<file path="src/rtl/module_button_select.sv">
// Push-button front end: synchronizes and debounces four raw buttons, emits press pulses and
// latches a one-hot group selection. Define MODULE_BUTTON_SELECT_RELEASE_CLR_EN to clear the selection on full release.
module module_button_select #(
  parameter  int DEBOUNCE_CYCLES = 100000,
  localparam int CNT_W           = $clog2(DEBOUNCE_CYCLES)
) (
  input  logic       clk,
  input  logic       rst,
  input  logic       push_button_0,
  input  logic       push_button_1,
  input  logic       push_button_2,
  input  logic       push_button_3,
  output logic [3:0] btn_level,
  output logic [3:0] btn_press,
  output logic [3:0] sel_onehot,
  output logic [1:0] sel_idx,
  output logic       sel_valid
);

  localparam logic [CNT_W-1:0] CNT_MAX = CNT_W'(DEBOUNCE_CYCLES - 1);

  logic [3:0]            raw;
  logic [3:0]            sync1_q, sync1_d;
  logic [3:0]            sync2_q, sync2_d;
  logic [3:0][CNT_W-1:0] cnt_q, cnt_d;
  logic [3:0]            btn_level_q, btn_level_d;
  logic [3:0]            btn_press_q, btn_press_d;
  logic [3:0]            sel_onehot_q, sel_onehot_d;
  logic [1:0]            sel_idx_q, sel_idx_d;
  logic                  sel_valid_q, sel_valid_d;
`ifdef MODULE_BUTTON_SELECT_RELEASE_CLR_EN
  logic                  rel_q, rel_d;
`endif

  assign raw = {push_button_3, push_button_2, push_button_1, push_button_0};

  always_comb begin
    sync1_d = raw;
    sync2_d = sync1_q;
  end

  // Any sample that agrees with the accepted level restarts that button's count.
  always_comb begin
    cnt_d       = cnt_q;
    btn_level_d = btn_level_q;
    for (int i = 0; i < 4; i++) begin
      if (sync2_q[i] == btn_level_q[i]) begin
        cnt_d[i] = '0;
      end else if (cnt_q[i] == CNT_MAX) begin
        btn_level_d[i] = sync2_q[i];
        cnt_d[i]       = '0;
      end else begin
        cnt_d[i] = cnt_q[i] + CNT_W'(1);
      end
    end
    btn_press_d = btn_level_d & ~btn_level_q;
  end

`ifdef MODULE_BUTTON_SELECT_RELEASE_CLR_EN
  always_comb begin
    rel_d = (btn_level_q != 4'b0000) && (btn_level_d == 4'b0000);
  end
`endif

  // Press beats release-clear; descending scan leaves the lowest pressed index.
  always_comb begin
    sel_onehot_d = sel_onehot_q;
    sel_idx_d    = sel_idx_q;
    sel_valid_d  = sel_valid_q;
`ifdef MODULE_BUTTON_SELECT_RELEASE_CLR_EN
    if (rel_q) begin
      sel_onehot_d = 4'b0000;
      sel_idx_d    = 2'd0;
      sel_valid_d  = 1'b0;
    end
`endif
    if (btn_press_q != 4'b0000) begin
      sel_valid_d = 1'b1;
      for (int i = 3; i >= 0; i--) begin
        if (btn_press_q[i]) begin
          sel_onehot_d    = 4'b0000;
          sel_onehot_d[i] = 1'b1;
          sel_idx_d       = 2'(i);
        end
      end
    end
  end

  always_ff @(posedge clk) begin
    if (rst) begin
      sync1_q      <= '0;
      sync2_q      <= '0;
      cnt_q        <= '0;
      btn_level_q  <= '0;
      btn_press_q  <= '0;
      sel_onehot_q <= '0;
      sel_idx_q    <= '0;
      sel_valid_q  <= 1'b0;
`ifdef MODULE_BUTTON_SELECT_RELEASE_CLR_EN
      rel_q        <= 1'b0;
`endif
    end else begin
      sync1_q      <= sync1_d;
      sync2_q      <= sync2_d;
      cnt_q        <= cnt_d;
      btn_level_q  <= btn_level_d;
      btn_press_q  <= btn_press_d;
      sel_onehot_q <= sel_onehot_d;
      sel_idx_q    <= sel_idx_d;
      sel_valid_q  <= sel_valid_d;
`ifdef MODULE_BUTTON_SELECT_RELEASE_CLR_EN
      rel_q        <= rel_d;
`endif
    end
  end

  assign btn_level  = btn_level_q;
  assign btn_press  = btn_press_q;
  assign sel_onehot = sel_onehot_q;
  assign sel_idx    = sel_idx_q;
  assign sel_valid  = sel_valid_q;

endmodule
</file>
<file path="config.mk">
export PLATFORM = sky130hd
export DESIGN_NAME = module_button_select
export DESIGN_NICKNAME = d
export VERILOG_FILES = /design/src/rtl/module_button_select.sv
export SDC_FILE = /design/constraint.sdc
export NUM_CORES = 1
export LEC_CHECK = 0
export CAP_MARGIN = 25
export CORE_ASPECT_RATIO = 1.75
export CORE_MARGIN = 1
export CORE_UTILIZATION = 38
export CTS_CLUSTER_DIAMETER = 30
export DETAILED_ROUTE_END_ITERATION = 10
export GPL_TIMING_DRIVEN = 0
export HOLD_SLACK_MARGIN = 0.03
export SETUP_SLACK_MARGIN = 0.2
export SYNTH_ARGS = -nofsm -noshare
export SYNTH_HDL_FRONTEND = slang
export SYNTH_SLANG_ARGS = --single-unit
</file>
<file path="constraint.sdc">
create_clock -name clk -period 4.7 [get_ports clk]
set_input_delay 1.41 -clock clk [delete_from_list [all_inputs] [get_ports clk]]
set_output_delay 1.41 -clock clk [all_outputs]
set_load 0.01 [all_outputs]
</file>
==> summary.md <==
| Metric | Value |
|---|---|
| CP bufs+invs | `2` |
| Clock Tree Buf Depth | `2` |
| Relative slew slack | `0.666` |
| Hold Buf Count CTS | `0` |
| Vias in the first global route | `2865` |
| Final Power | `1.67 mW` |
| #FFs+latches synth | `91` |
| Pin count of the biggest net entering global routing | `16` |
| Hold depth | `1` |
| Leakage Power | `1.37 nW` |
| Max-cap violation count | `0` |
| Global-route wire length before repair | `12.6 mm` |
| Total grt overflow | `0` |
| RSZ-0062 raised after global routing | `false` |
| Skew final | `6.82 ps` |
| Run status | `finished clean` |
| Vias per inst | `5.15` |
| Chip width | `77.9 um` |
| Path type of the worst min-delay path | `register to register` |
| GRT Total Usage | `0.152` |
| DRT Pass-1 Iters | `4` |
| Sequential area share after synthesis | `0.476` |
| Crit path kind | `input pin to register` |
| CP Capture Type | `register` |
| CTS tree | `done` |
| Worst path arrival time | `3060 ps` |
| Layout net count | `471` |
| Drt wl/cell | `12.6 um` |
| Rows | `48` |
| Clk sink count | `91` |
| Die height | `135 um` |
| CP max stage cell | `clkdlybuf4s50_1` |
| Depth of the CTS H-tree | `3` |
| Final setup vio count | `0` |
| Die area | `0.0105 mm2` |
| Final Hold Fails | `0` |
| WL final | `7.43 mm` |
| Power density over cell area | `367 mW/mm2` |
| Buffers on Ports | `20` |
| Starting density of the core | `0.389` |
| Critical path required time | `4910 ps` |
| Core area | `0.00985 mm2` |
| Initial DRC Count | `117` |
| Syn nets | `440` |
| Post-synthesis cell type count | `34` |
| Final slew viol count | `0` |
| Setup TNS | `0 ps` |
| Worst r2r path cells | `7` |
| Worst setup margin | `1860 ps` |
| Fmax | `352 MHz` |
| Layout cells sized above 1 | `0.0429` |
| Crit-path max cell delay | `660 ps` |
| Initial antenna violation count | `0` |
| Post-synth top area share | `0.476` |
| Placed wire-length estimate | `5.36 mm` |
| CP Launch Type | `input pin` |
| Worst skew pair latency | `340 ps` |
| Drt drc | `0` |
| Cell count along the critical path | `5` |
| Ys Warns | `0` |
| Synth area leader | `dfxtp_1` |
| Top delay family on crit path | `buffers and inverters` |
| Via count | `3042` |
| Detail Route Antenna Nets | `0` |
| Synth Instances | `430` |
| Max VDD drop | `242 uV` |
| Cell area after synthesis | `0.00383 mm2` |
| CP cell instances | `clkdlybuf4s50_1, o21bai_1, nand2b_1, clkbuf_1, nor2_1` |
| Critical path peak fanout | `10` |
| GPL Wtd Cong | `0.854` |
| Avg Inst Size Synth | `8.91 um2` |
| Post-cts sizing count | `0` |
| Final period utilization | `0.605` |
| Root cell of the clock tree | `clkbuf_16` |
| Worst slew pin tran | `495 ps` |
| Top cells by area, synth | `dfxtp_1 48%, xnor2_1 8.9%, nor2_1 7.7%, nand3_1 4.4%, xor2_1 4.3%` |
| Layout area overhead | `18.8%` |
| Clk slew on worst S/H paths | `60 ps` |
| Antenna fix cells | `0` |
| Place WS | `1470 ps` |
| Min Clock Period, post-route | `2840 ps` |
| # Post-CTS Setup Buffers | `0` |
| # IOs | `21` |
| Cts bufs inserted | `9` |
-- flip-flops by register name (all words and copies together) (netlist names) --
signal and flops:
btn_level 4, sel_idx 2, sel_valid 1, btn_press 4
sync1_q 4, sel_onehot 4, sync2_q 4, cnt_q 68
-- where the power goes --
group	total, mW	switching, mW	leakage, nW	internal [mW]
combinational	0.0206	0.0112	0.458	0.00937
clock	0.874	0.299	0.173	0.575
sequential	0.778	0.00257	0.735	0.775
-- placed cells by master (no fill, tap or decap), types with 5 or more instances in the layout --
cell type,instances
a21oi_1,10
clkbuf_1,9
clkbuf_16,9
clkdlybuf4s50_1,20
dfxtp_1,91
inv_1,14
nand2_1,15
nand3_1,34
nand4_1,19
nor2_1,79
nor2b_1,11
nor3_1,15
nor4_1,21
or3_1,7
or4_1,5
xnor2_1,39
xor2_1,19
-- layer usage --
metal  up-vias  global-route usage  share of wire
li1       1558                   -              -
met1      1425               0.159           0.42
met2        45               0.274           0.53
met3        14              0.0277          0.022
met4         0              0.0977          0.027
met5         -                   0              0
-- synthesized netlist by cell type --
| library cell | instances |
|---|---|
| o21bai_4 | 1 |
| dfxtp_1 | 91 |
| o21ai_1 | 1 |
| xor2_1 | 19 |
| or2b_2 | 1 |
| nor3_1 | 15 |
| and4_1 | 3 |
| inv_1 | 14 |
| or4_1 | 5 |
| and3_1 | 4 |
| nand4b_1 | 1 |
| or3_1 | 7 |
| o21ai_0 | 4 |
| nand4_1 | 19 |
| a21oi_1 | 10 |
| o31ai_1 | 4 |
| nor4b_1 | 4 |
| ha_1 | 4 |
| buf_6 | 1 |
| nand2_1 | 15 |
| clkbuf_1 | 8 |
| nor4_1 | 21 |
| xnor2_1 | 39 |
| nand3_1 | 34 |
| nor2_1 | 79 |
| or4_4 | 1 |
| buf_4 | 1 |
| mux2i_1 | 2 |
| or4b_1 | 1 |
| nor2b_1 | 11 |
| o21bai_1 | 1 |
| nand2b_1 | 4 |
| and4b_1 | 1 |
| nor4bb_1 | 4 |
-- cell families (layout without fill, tap and decap cells) --
family,Yosys count,count (layout),synth area share
compound gates,21,21,0.0343
xor+xnor,58,58,0.133
fa+ha+maj,4,4,0.0131
buf+inv,24,60,0.0265
mux,2,2,0.00523
flops,91,91,0.476
simple gates,230,230,0.313
-- area by class of cell --
class,count,area [um2]
buffer,10,48.8
sequential,91,1820
clock inverter,6,136
clock buffer,10,229
tap,125,156
fill,947,5300
timing repair buffer,20,200
multi-input combinational,315,1910
inverter,14,52.6
-- final timing paths --
path                        startpoint              endpoint  slack, ps
setup / recovery                   rst  cnt_q[27]$_SDFF_PP0_       1860
setup reg to reg  cnt_q[34]$_SDFF_PP0_  cnt_q[44]$_SDFF_PP0_       2450
hold / removal    cnt_q[51]$_SDFF_PP0_  cnt_q[51]$_SDFF_PP0_        440
hold reg to reg   cnt_q[51]$_SDFF_PP0_  cnt_q[51]$_SDFF_PP0_        440
-- through the flow --
stage | instances | hold slack [ps] | util | area (um2)
final | 591 | 444 | 0.462 | 4550
after global routing | 591 | 458 | 0.462 | 4550
after CTS | 591 | 448 | 0.462 | 4550
after detailed placement | 575 | 432 | 0.425 | 4190
after global placement | 575 | 434 | 0.425 | 4190
after floorplan | 430 | 414 | - | 3830
Note: power is estimated with default switching activity, not from simulation.
